File: config.mk
export PLATFORM = sky130hd
export DESIGN_NAME = dice_roll_scheduler
export DESIGN_NICKNAME = d
export VERILOG_FILES = /design/src/rtl/dice_roll_scheduler.sv
export SDC_FILE = /design/constraint.sdc
export NUM_CORES = 1
export LEC_CHECK = 0
export CAP_MARGIN = 20
export CORE_ASPECT_RATIO = 1.1
export CORE_MARGIN = 10
export CORE_UTILIZATION = 53
export CTS_CLUSTER_DIAMETER = 40
export CTS_CLUSTER_SIZE = 20
export DETAILED_ROUTE_END_ITERATION = 6
export PLACE_DENSITY = 0.84
export SLEW_MARGIN = 25
export SYNTH_ARGS = -nofsm -noshare
export SYNTH_HDL_FRONTEND = slang
export SYNTH_SLANG_ARGS = --single-unit
File: constraint.sdc
create_clock -name clk -period 3.6 [get_ports clk]
set_clock_uncertainty 0.15 [all_clocks]
set_input_delay 0.54 -clock clk [delete_from_list [all_inputs] [get_ports clk]]
set_output_delay 0.54 -clock clk [all_outputs]
set_load 0.01 [all_outputs]
File: src/rtl/dice_roll_scheduler.sv
// dice_roll_scheduler: shares one die-roll engine between the local button path (A)
// and the I2C host (B). Each roll is granted, spins a wrapping down-counter, latches
// the counter as the result and pulses done for one cycle.
// Optional feature macro: ROLL_STATS_EN (saturating count of successful rolls on
// roll_count). Without it roll_count is tied to zero.
module dice_roll_scheduler #(
  parameter int unsigned SIDES_W = 7,
  parameter int unsigned SPIN_W  = 8
) (
  input  logic               clk,
  input  logic               rst,
  input  logic               a_req,
  input  logic [SIDES_W-1:0] a_sides,
  input  logic               b_req,
  input  logic [SIDES_W-1:0] b_sides,
  input  logic [SPIN_W-1:0]  b_spin,
  output logic               a_gnt,
  output logic               b_gnt,
  output logic               done,
  output logic               err,
  output logic               owner,
  output logic [SIDES_W-1:0] result,
  output logic               result_valid,
  output logic               busy,
  output logic [7:0]         roll_count
);

  typedef enum logic [1:0] {StIdle, StSpin, StDone} state_e;

  state_e             state_q, state_d;
  logic               pend_q, pend_d;
  logic               last_q, last_d;    // owner of the previous grant, for round-robin
  logic               owner_q, owner_d;
  logic               err_q, err_d;
  logic [SIDES_W-1:0] sides_q, sides_d;
  logic [SPIN_W-1:0]  spin_q, spin_d;    // remaining SPIN cycles after this one (B only)
  logic [SIDES_W-1:0] ctr_q, ctr_d;
  logic [SIDES_W-1:0] result_q, result_d;
  logic               valid_q, valid_d;
  logic               grant_b;
  logic               pick_b;
  logic               spin_exit;
  logic [SIDES_W-1:0] sel_sides;
  logic               roll_ok;           // DONE cycle of a roll that produced a result

  // Next-state logic: arbitration in IDLE, counter spin, one-cycle DONE.
  always_comb begin
    state_d   = state_q;
    last_d    = last_q;
    owner_d   = owner_q;
    err_d     = err_q;
    sides_d   = sides_q;
    spin_d    = spin_q;
    ctr_d     = ctr_q;
    result_d  = result_q;
    valid_d   = valid_q;
    grant_b   = 1'b0;
    pick_b    = 1'b0;
    spin_exit = 1'b0;
    sel_sides = a_sides;
    roll_ok   = 1'b0;

    unique case (state_q)
      StIdle: begin
        if (a_req || pend_q) begin
          // B wins when it is the only candidate, or on a tie when A went last.
          pick_b    = pend_q && (!a_req || !last_q);
          grant_b   = pick_b;
          sel_sides = pick_b ? b_sides : a_sides;
          owner_d   = pick_b;
          last_d    = pick_b;
          sides_d   = sel_sides;
          spin_d    = pick_b ? b_spin : '0;
          ctr_d     = sel_sides;
          if (sel_sides == '0) begin
            err_d   = 1'b1;
            state_d = StDone;
          end else begin
            err_d   = 1'b0;
            state_d = StSpin;
          end
        end
      end
      StSpin: begin
        spin_exit = owner_q ? (spin_q == '0) : !a_req;
        ctr_d     = (ctr_q == SIDES_W'(1)) ? sides_q : ctr_q - 1'b1;
        if (spin_q != '0) begin
          spin_d = spin_q - 1'b1;
        end
        if (spin_exit) begin
          result_d = ctr_q;
          state_d  = StDone;
        end
      end
      StDone: begin
        state_d = StIdle;
        if (!err_q) begin
          valid_d = 1'b1;
          roll_ok = 1'b1;
        end
      end
      default: state_d = StIdle;
    endcase

    // One-deep B request; a pulse coincident with B's grant re-arms it.
    if (b_req) begin
      pend_d = 1'b1;
    end else if (grant_b) begin
      pend_d = 1'b0;
    end else begin
      pend_d = pend_q;
    end
  end

  // State and datapath registers.
  always_ff @(posedge clk or posedge rst) begin
    if (rst) begin
      state_q  <= StIdle;
      pend_q   <= 1'b0;
      last_q   <= 1'b1;
      owner_q  <= 1'b0;
      err_q    <= 1'b0;
      sides_q  <= '0;
      spin_q   <= '0;
      ctr_q    <= '0;
      result_q <= '0;
      valid_q  <= 1'b0;
    end else begin
      state_q  <= state_d;
      pend_q   <= pend_d;
      last_q   <= last_d;
      owner_q  <= owner_d;
      err_q    <= err_d;
      sides_q  <= sides_d;
      spin_q   <= spin_d;
      ctr_q    <= ctr_d;
      result_q <= result_d;
      valid_q  <= valid_d;
    end
  end

  // Outputs decoded from state.
  always_comb begin
    a_gnt        = (state_q == StSpin) && !owner_q;
    b_gnt        = (state_q == StSpin) && owner_q;
    done         = (state_q == StDone);
    err          = (state_q == StDone) && err_q;
    busy         = (state_q != StIdle);
    owner        = owner_q;
    result       = result_q;
    result_valid = valid_q;
  end

`ifdef ROLL_STATS_EN
  logic [7:0] count_q;

  // Saturating count of successful rolls.
  always_ff @(posedge clk or posedge rst) begin
    if (rst) begin
      count_q <= 8'd0;
    end else if (roll_ok && (count_q != 8'hFF)) begin
      count_q <= count_q + 8'd1;
    end
  end

  assign roll_count = count_q;
`else
  logic unused_roll_ok;
  assign unused_roll_ok = roll_ok;
  assign roll_count     = 8'd0;
`endif

endmodule

* After elaboration in Yosys (flattened, before gate mapping)
Index checks and enable logic that the tools add are counted.
Cells by class: mux-type cells 18, add/subtract/negate cells 2, eq/ne operators 6, reductions and logical operators 22, bitwise logic cells 1
Operators with widths (count):
- $mux W8 | 3
- $mux W7 | 3
- $pmux W8 S2 | 1
- $pmux W7 S2 | 1
- $reduce_and A2 Y1 | 5
- $logic_not A8 Y1 | 1
- $reduce_bool A8 Y1 | 1
- $sub A8 B1 Y8 const B | 1
- $eq A7 B1 Y1 const B | 1
- $logic_not A7 Y1 | 1
- $sub A7 B1 Y7 const B | 1
- $mux W1 | 6
- $mux W2 | 3
- $ne A2 B2 Y1 const B | 3
- $reduce_bool A2 Y1 | 3
- $logic_and A1 B1 Y1 | 4
- $pmux W2 S2 | 1
- $logic_not A1 Y1 | 3
- $reduce_and A3 Y1 | 1
- $eq A2 B1 Y1 const B | 1
- $eq A2 B2 Y1 const B | 1
- $logic_not A2 Y1 | 1
- $logic_or A1 B1 Y1 | 2
- $not A1 Y1 | 1
Storage, ports and cells: flip-flop bits (word level) 36

* Logic depth before layout (Yosys ltp)
Gate-level depths: netlist of run 1.
depth after elaboration 8, depth in mapped cells 6, depth with buffers taken out 6

* Least setup slack after synthesis of run 1
Ideal clock, no wire load.
path kind register to register, start point reg spin_q[0], end point reg result_q[0], in the netlist result[0], setup time 0.125 ns, data required time 3.325 ns, clock period less this slack 2.001 ns, buffers on the path 0, slack 1.599 ns, stages on the path, launching flop included 7, arrival time 1.726 ns, cells stage by stage dfrtp_1 -> inv_1 -> ha_1 -> nor4b_1 -> nand3_1 -> a21oi_2 -> mux2_2
Between the ends: longest elaborated chain between the ends 3
Ends and longest elaborated chain:
- from (decl) | RTL line 36 | logic [SPIN_W-1:0] spin_q, spin_d;
- from (signal assigned) | RTL line 135 | spin_q <= spin_d;
- $logic_not A8 Y1 | RTL line 85 | spin_exit = owner_q ? (spin_q == '0) : !a_req;
- $mux W1 | RTL line 85
- $reduce_and A2 Y1 (no source line)
- to (signal assigned) | RTL line 137 | result_q <= result_d;
- to (decl) | RTL line 38 | logic [SIDES_W-1:0] result_q, result_d;
No other way between the ends. A chain may end at the register's enable or synchronous reset.

* Final worst setup path of run 1
start point reg state_q[1], end point out a_gnt
Between the ends: longest elaborated chain between the ends 2
Ends and longest elaborated chain:
- from (decl) | RTL line 30 | state_e state_q, state_d;
- from (signal assigned) | RTL line 118 | state_q <= StIdle;
- from (signal assigned) | RTL line 129 | state_q <= state_d;
- $eq A2 B1 Y1 | RTL line 144 | a_gnt = (state_q == StSpin) && !owner_q;
- $logic_and A1 B1 Y1 | RTL line 144
- to (decl) | RTL line 17 | output logic a_gnt,
No other way between the ends.

==> insert_results.sql, run 1 <==
INSERT INTO impl_metrics (metric_group, metric, value, unit) VALUES
('layout', 'syn_to_final_growth', '25.0', '%'),
('synth', 'yosys_register_bits', '36', ''),
('die', 'floorplan.die.height', '85.0', 'µm'),
('die', 'dieArea', '6720', 'µm²'),
('critical_path', 'cp_data_required_time', '2910', 'ps'),
('timing', 'final.period_utilization', '76.8', '%'),
('grt', 'top_usage_layer', 'met2', ''),
('placement', 'routabilityCongestion', '0.855', ''),
('synth', 'synth_top_area_share', '43.1', '%'),
('die', 'rows', '23', ''),
('placement', 'buffer_ports.inserted', '39', ''),
('timing', 'timing.final.setup_violations', '0', ''),
('outcome', 'result_of_the_run', 'finished clean', ''),
('grt', 'grtUsageMet1', '18.1', '%'),
('critical_path', 'source_of_the_critical_timing_path', 'state_q[1]', ''),
('timing', 'fmaxAchievable', '362', 'MHz'),
('grt', 'globalRouteTotalUtil', '14.9', '%'),
('critical_path', 'crit_path_end', 'a_gnt', ''),
('clocking', 'post_cts_setup_inserts', '0', ''),
('clocking', 'clockRootBuffer', 'clkbuf_8', ''),
('flow_run', 'number_of_violations_of_the_max_capacitance_limit', '0', ''),
('grt', 'grt_remaining_overflow', '0', ''),
('synth', 'async_flop_share', '100', '%'),
('grt', 'wire_length_of_the_first_global_routing_pass', '8200', 'µm'),
('placement', 'detailedPlacementHpwl', '3650', 'µm'),
('power_and_ir_drop', 'pwr-share-clk', '13.3', '%'),
('power_and_ir_drop', 'ir_worst_vdd', '0.513', 'mV'),
('power_and_ir_drop', 'total_leakage_power', '1.14', 'nW'),
('grt', 'number_of_global_route_vias_before_repair', '1708', ''),
('detailed_routing', 'viasPerCell', '5.78', ''),
('critical_path', 'setup.worst_path.start_class', 'flop', ''),
('detailed_routing', 'drt_iter0_drc', '165', ''),
('timing', 'worst_hold_slack', '305', 'ps'),
('synth', 'post-synth-top-area-cell', 'dfrtp_1', ''),
('clocking', 'postCtsHoldBufs', '0', ''),
('min_path', 'holdCritPathClass', 'reg2reg', ''),
('timing', 'finalMaxSlewViolations', '0', ''),
('timing', 'timing.setup.tns', '0', 'ps'),
('detailed_routing', 'routed_wl', '4850', 'µm'),
('critical_path', 'category_of_the_most_critical_setup_path', 'reg2out', ''),
('clocking', 'cts.clk_slew.worst_paths', '70', 'ps'),
('synth', 'yosys_warning_total', '0', ''),
('timing', 'hold_violation_count_in_the_final_report', '0', ''),
('die', 'io-pin-count', '48', ''),
('die', 'start_util', '55.2', '%'),
('synth', 'synth.avg_cell_area', '9.92', 'µm²'),
('synth', 'leading_cell_type_by_number_of_instances_after_synthesis', 'dfrtp_1', ''),
('clocking', 'htree_levels', '2', ''),
('timing', 'max_slew.worst_pin.slew', '857', 'ps'),
('grt', 'grt_use_met2', '23.7', '%'),
('grt', 'grt_antenna_before_repair', '0', ''),
('synth', 'count_of_flip_flops_with_a_built_in_enable_after_synthesis', '0', ''),
('synth', 'post_synthesis_cell_count', '205', ''),
('synth', 'synth-main-ff-cell', 'dfrtp_1', ''),
('power_and_ir_drop', 'total_switching_power', '0.918', 'mW'),
('critical_path', 'cp-end-kind', 'output pin', ''),
('detailed_routing', 'detail_route.first_pass.iterations', '4', ''),
('detailed_routing', 'postRouteAntennaNets', '0', ''),
('power_and_ir_drop', 'proportion_of_total_power_due_to_net_switching', '40.8', '%'),
('critical_path', 'r2r_setup_slack', '1220', 'ps'),
('timing', 'finalWorstPathRequiredPeriod', '2760', 'ps'),
('layout', 'drive_gt1_share', '12.1', '%'),
('die', 'die_width', '79.1', 'µm'),
('detailed_routing', 'route.detailed.wl_per_inst', '16.3', 'µm'),
('grt', 'maximum_number_of_pins_on_one_net_before_global_route_repair', '37', ''),
('critical_path', 'worst_ep_arrival_time', '2070', 'ps'),
('die', 'core_area', '3680', 'µm²'),
('min_path', 'holdCritStartpoint', 'result_valid', ''),
('power_and_ir_drop', 'seqPwrFrac', '35.1', '%'),
('synth', 'synth.area.top_cells', 'dfrtp_1 (43%), mux2_2 (5.5%), mux2i_1 (5.4%)', ''),
('clocking', 'clk_path_buf_depth', '2', '');
## registers in the layout (all words and copies together) (netlist names)
signal,count
err_q,1
result,7
state_q,2
spin_q,8
ctr_q,7
last_q,1
owner,1
pend_q,1
sides_q,7
result_valid,1
## worst min path at each step
stage | endpoint | cells after the start
after floorplan | sides_q[6] | 2
after global placement | result_valid | 1
after detailed placement | result_valid | 1
after CTS | result_valid | 1
after global routing | result_valid | 1
final | result_valid | 1
## area by class of cell
cell class | count | area [µm²]
fillers | 324 | 1140
inverters | 10 | 37.5
repair buffers | 43 | 420
multi-input cells | 150 | 1030
clock buffers | 6 | 82.6
clock inverters | 2 | 10.0
well taps | 50 | 62.6
flip-flops and latches | 36 | 902
## worst max-delay path: stages (launching register included)
cell,delay [ps]
dfrtp_1,420
nand2b_1,560
nor2_1,230
clkdlybuf4s50_1,570
## power by group through the flow
stage,sequential (mW),combinational (mW),clock (mW)
finish,0.789,1.16,0.300
global route,0.819,1.29,0.322
floorplan,0.762,0.808,0
detailed placement,0.791,1.16,0
CTS,0.784,1.17,0.303
global placement,0.781,1.13,0
## routing by layer
layer / routed length (µm) / up-vias / share of wire, %
met4: 95 / 0 / 2.0
li1: - / 819 / -
met3: 365 / 8 / 7.5
met1: 2000 / 826 / 41
met2: 2390 / 64 / 49
met5: 0 / - / 0
## logic make-up (layout without fill, tap and decap cells)
family,Yosys count,in the layout,synth area share (%)
fa+ha+maj,4,4,2.46
compound gates,55,55,18.5
xor+xnor,3,3,1.29
other cells,1,8,0.184
buf+inv,26,61,6.40
mux,21,21,11.0
simple gates,59,59,15.9
flops,36,36,44.4
## stage by stage
step / setup slack, ps / util [%] / total power [mW] / std cells / cell area (µm²)
3_3_place_gp: 1180 / 66.5 / 1.91 / 289 / 2450
6_report: 836 / 69.0 / 2.25 / 297 / 2540
4_1_cts: 833 / 69.0 / 2.26 / 297 / 2540
2_1_floorplan: 1600 / - / 1.57 / 212 / 2060
3_5_place_dp: 1120 / 66.5 / 1.95 / 289 / 2450
5_1_grt: 678 / 69.0 / 2.43 / 297 / 2540
## cell usage in the layout, fill, tap and decap left out, drive strengths merged, types with 3 or more instances in the layout
| cell | Yosys | final |
|---|---|---|
| inv | 10 | 10 |
| clkdlybuf4s50 | 0 | 39 |
| clkbuf | 6 | 6 |
| nor3 | 7 | 7 |
| o211ai | 3 | 3 |
| mux2 | 10 | 10 |
| o2bb2ai | 4 | 4 |
| nand3 | 9 | 9 |
| ha | 4 | 4 |
| a21o | 6 | 6 |
| a2bb2oi | 4 | 4 |
| a31oi | 6 | 6 |
| dfrtp | 35 | 35 |
| o21ai | 16 | 16 |
| mux2i | 11 | 11 |
| xor2 | 3 | 3 |
| buf | 10 | 4 |
| nand2 | 8 | 8 |
| nor2 | 13 | 13 |
| nor4 | 3 | 3 |
| a221o | 3 | 3 |
| conb | 1 | 8 |
| a21oi | 6 | 6 |
No activity file was read; power rests on OpenSTA's default activity.
==> run 2, diff against run 1 <==
--- a/config.mk
+++ b/config.mk
@@ -8,11 +8,11 @@
 export CAP_MARGIN = 20
 export CORE_ASPECT_RATIO = 1.1
 export CORE_MARGIN = 10
-export CORE_UTILIZATION = 53
+export CORE_UTILIZATION = 50
 export CTS_CLUSTER_DIAMETER = 40
 export CTS_CLUSTER_SIZE = 20
 export DETAILED_ROUTE_END_ITERATION = 6
-export PLACE_DENSITY = 0.84
+export PLACE_DENSITY = 0.8
 export SLEW_MARGIN = 25
 export SYNTH_ARGS = -nofsm -noshare
 export SYNTH_HDL_FRONTEND = slang
==> constraint.sdc (replaced) <==
create_clock -name clk -period 2.56 [get_ports clk]
set_clock_uncertainty 0.15 [all_clocks]
set_input_delay 0.384 -clock clk [delete_from_list [all_inputs] [get_ports clk]]
set_output_delay 0.384 -clock clk [all_outputs]
set_load 0.01 [all_outputs]
==> insert_results.sql, run 2 (synthesis results as in run 1) <==
INSERT INTO impl_metrics (metric_group, metric, value, unit) VALUES
('layout', 'antenna_diode_count', '0', ''),
('detailed_routing', 'drt_iter0_drc', '153', ''),
('flow_run', 'number_of_violations_of_the_max_capacitance_limit', '0', ''),
('detailed_routing', 'routed_wl', '4800', 'µm'),
('detailed_routing', 'drc', '0', ''),
('clocking', 'postCtsHoldBufs', '0', ''),
('power_and_ir_drop', 'pwr-share-clk', '15.2', '%'),
('critical_path', 'crit_path_end', 'err', ''),
('die', 'io-pin-count', '48', ''),
('placement', 'detailedPlacementHpwl', '3660', 'µm'),
('min_path', 'holdCritPathClass', 'reg2reg', ''),
('timing', 'timing.setup.tns', '0', 'ps'),
('critical_path', 'worstRegToRegCells', '7', ''),
('layout', 'flip_flop_count_of_the_largest_register_all_copies_and_words_added', '8', ''),
('layout', 'final_design_area_no_fill', '2590', 'µm²'),
('timing', 'final.period_utilization', '87.1', '%'),
('detailed_routing', 'route.detailed.wl_per_inst', '15.9', 'µm'),
('layout', 'leading_cell_type_in_the_layout_fill_and_taps_excluded', 'clkdlybuf4s50_1', ''),
('power_and_ir_drop', 'proportion_of_total_power_due_to_net_switching', '39.3', '%'),
('critical_path', 'category_of_the_most_critical_setup_path', 'reg2out', ''),
('clocking', 'cts.repair.resized', '0', ''),
('grt', 'number_of_global_route_vias_before_repair', '1712', ''),
('layout', 'drive_gt1_share', '13.2', '%'),
('detailed_routing', 'postRouteAntennaNets', '0', ''),
('detailed_routing', 'detail_route.first_pass.iterations', '4', ''),
('power_and_ir_drop', 'comb_power_share', '50.6', '%'),
('clocking', 'clockRootBuffer', 'clkbuf_8', ''),
('layout', 'syn_to_final_growth', '27.2', '%'),
('die', 'dieArea', '7020', 'µm²'),
('power_and_ir_drop', 'power_density', '1260', 'nW/µm²'),
('grt', 'wire_length_of_the_first_global_routing_pass', '7740', 'µm'),
('critical_path', 'worst_ep_arrival_time', '1700', 'ps'),
('timing', 'finalMaxSlewViolations', '0', ''),
('layout', 'finish.net_count', '279', ''),
('critical_path', 'r2r_end', 'result[5]', ''),
('timing', 'timing.final.setup_violations', '0', ''),
('critical_path', 'source_of_the_critical_timing_path', 'state_q[0]', ''),
('min_path', 'hold_depth', '1', ''),
('power_and_ir_drop', 'ir_worst_vdd', '0.768', 'mV'),
('die', 'die_width', '80.8', 'µm'),
('critical_path', 'cp_data_required_time', '2030', 'ps'),
('clocking', 'clock_latency', '290', 'ps'),
('grt', 'grt_antenna_before_repair', '0', ''),
('outcome', 'result_of_the_run', 'finished clean', ''),
('power_and_ir_drop', 'seqPwrFrac', '34.2', '%'),
('placement', 'routabilityCongestion', '0.828', ''),
('placement', 'buffer_ports.inserted', '39', ''),
('critical_path', 'setup.worst_path.start_class', 'flop', ''),
('clocking', 'clock_tree_sinks', '36', ''),
('layout', 'layout.cells.most_common_list', 'clkdlybuf4s50_1 (39), dfrtp_1 (35), o21ai_0 (15)', ''),
('die', 'floorplan.die.height', '86.9', 'µm'),
('grt', 'grt_remaining_overflow', '0', ''),
('critical_path', 'cp_max_fo', '7', ''),
('critical_path', 'r2r_setup_slack', '450', 'ps'),
('power_and_ir_drop', 'power_report.internal_total', '1.98', 'mW'),
('layout', 'regMostFlops', 'spin_q', ''),
('clocking', 'htree_levels', '2', ''),
('critical_path', 'cp-end-kind', 'output pin', ''),
('timing', 'hold_violation_count_in_the_final_report', '0', ''),
('timing', 'rsz0062_at_grt', 'false', ''),
('placement', 'postPlaceCellArea', '2470', 'µm²'),
('power_and_ir_drop', 'total_leakage_power', '1.16', 'nW'),
('critical_path', 'regToRegStartpoint', 'spin_q[0]', ''),
('die', 'start_util', '51.7', '%'),
('timing', 'fmaxAchievable', '448', 'MHz'),
('clocking', 'post_cts_setup_inserts', '0', ''),
('detailed_routing', 'viasPerCell', '5.57', ''),
('power_and_ir_drop', 'total_switching_power', '1.28', 'mW'),
('clocking', 'tritoncts.num_buffers', '5', ''),
('die', 'core_area', '3930', 'µm²'),
('clocking', 'cts.clk_slew.worst_paths', '70', 'ps'),
('grt', 'maximum_number_of_pins_on_one_net_before_global_route_repair', '37', ''),
('clocking', 'cts_tree', 'yes', ''),
('clocking', 'clk_path_buf_depth', '2', ''),
('grt', 'globalRouteTotalUtil', '13.7', '%'),
('timing', 'finalWorstPathRequiredPeriod', '2230', 'ps'),
('detailed_routing', 'route.vias.total', '1682', ''),
('min_path', 'holdCritStartpoint', 'result_valid', ''),
('die', 'rows', '24', '');
==> run 2: cell types whose count changed in the layout (fill, tap and decap cells not counted), sizes merged <==
| cell | before | now |
|---|---|---|
| bufinv | 0 | 1 |
| clkinv | 2 | 1 |
| buf | 4 | 7 |
| clkbuf | 6 | 5 |
| clkinvlp | 0 | 1 |
==> run 2: per-layer routing <==
layer  wire (µm)  GRT usage [%]
met5           5              0
met4          39           5.35
met1        2140           16.2
met3         290           3.72
met2        2320           22.9
==> run 2: cell type report <==
cell class              instances  area, µm²
fillers                       318       1350
multi-input cells             150       1030
flip-flops and latches         36        902
repair buffers                 46        443
clock buffers                   5       68.8
well taps                      52       65.1
clock inverters                 3       42.5
inverters                      10       37.5
==> run 2: worst min path at each step <==
stage,endpoint
floorplan,sides_q[6]
detailed placement,result_valid
CTS,result_valid
global placement,result_valid
global route,result_valid
finish,result_valid
==> run 2: through the flow <==
step                      worst slack (ps)  instances  utilization [%]  hold slack [ps]  power [mW]
final                                  329        302             65.7              315        3.26
after CTS                              332        302             65.7              322        3.26
after global placement                 465        294             62.9              289        2.73
after floorplan                        559        212                -              294        2.21
after detailed placement               429        294             62.9              306        2.77
after global routing                   235        302             65.7              332        3.52
==> run 2: worst max-delay path: stages, from the launching register on <==
cell and delay, ps:
dfrtp_1 470, nor2b_1 250, and2_1 160, clkdlybuf4s50_1 530
==> run 2: power by group through the flow <==
| stage | registers, mW | clock network (mW) | logic [mW] |
|---|---|---|---|
| global route | 1.15 | 0.537 | 1.83 |
| global placement | 1.11 | 0 | 1.62 |
| floorplan | 1.07 | 0 | 1.14 |
| CTS | 1.11 | 0.505 | 1.65 |
| finish | 1.11 | 0.494 | 1.65 |
| detailed placement | 1.12 | 0 | 1.65 |
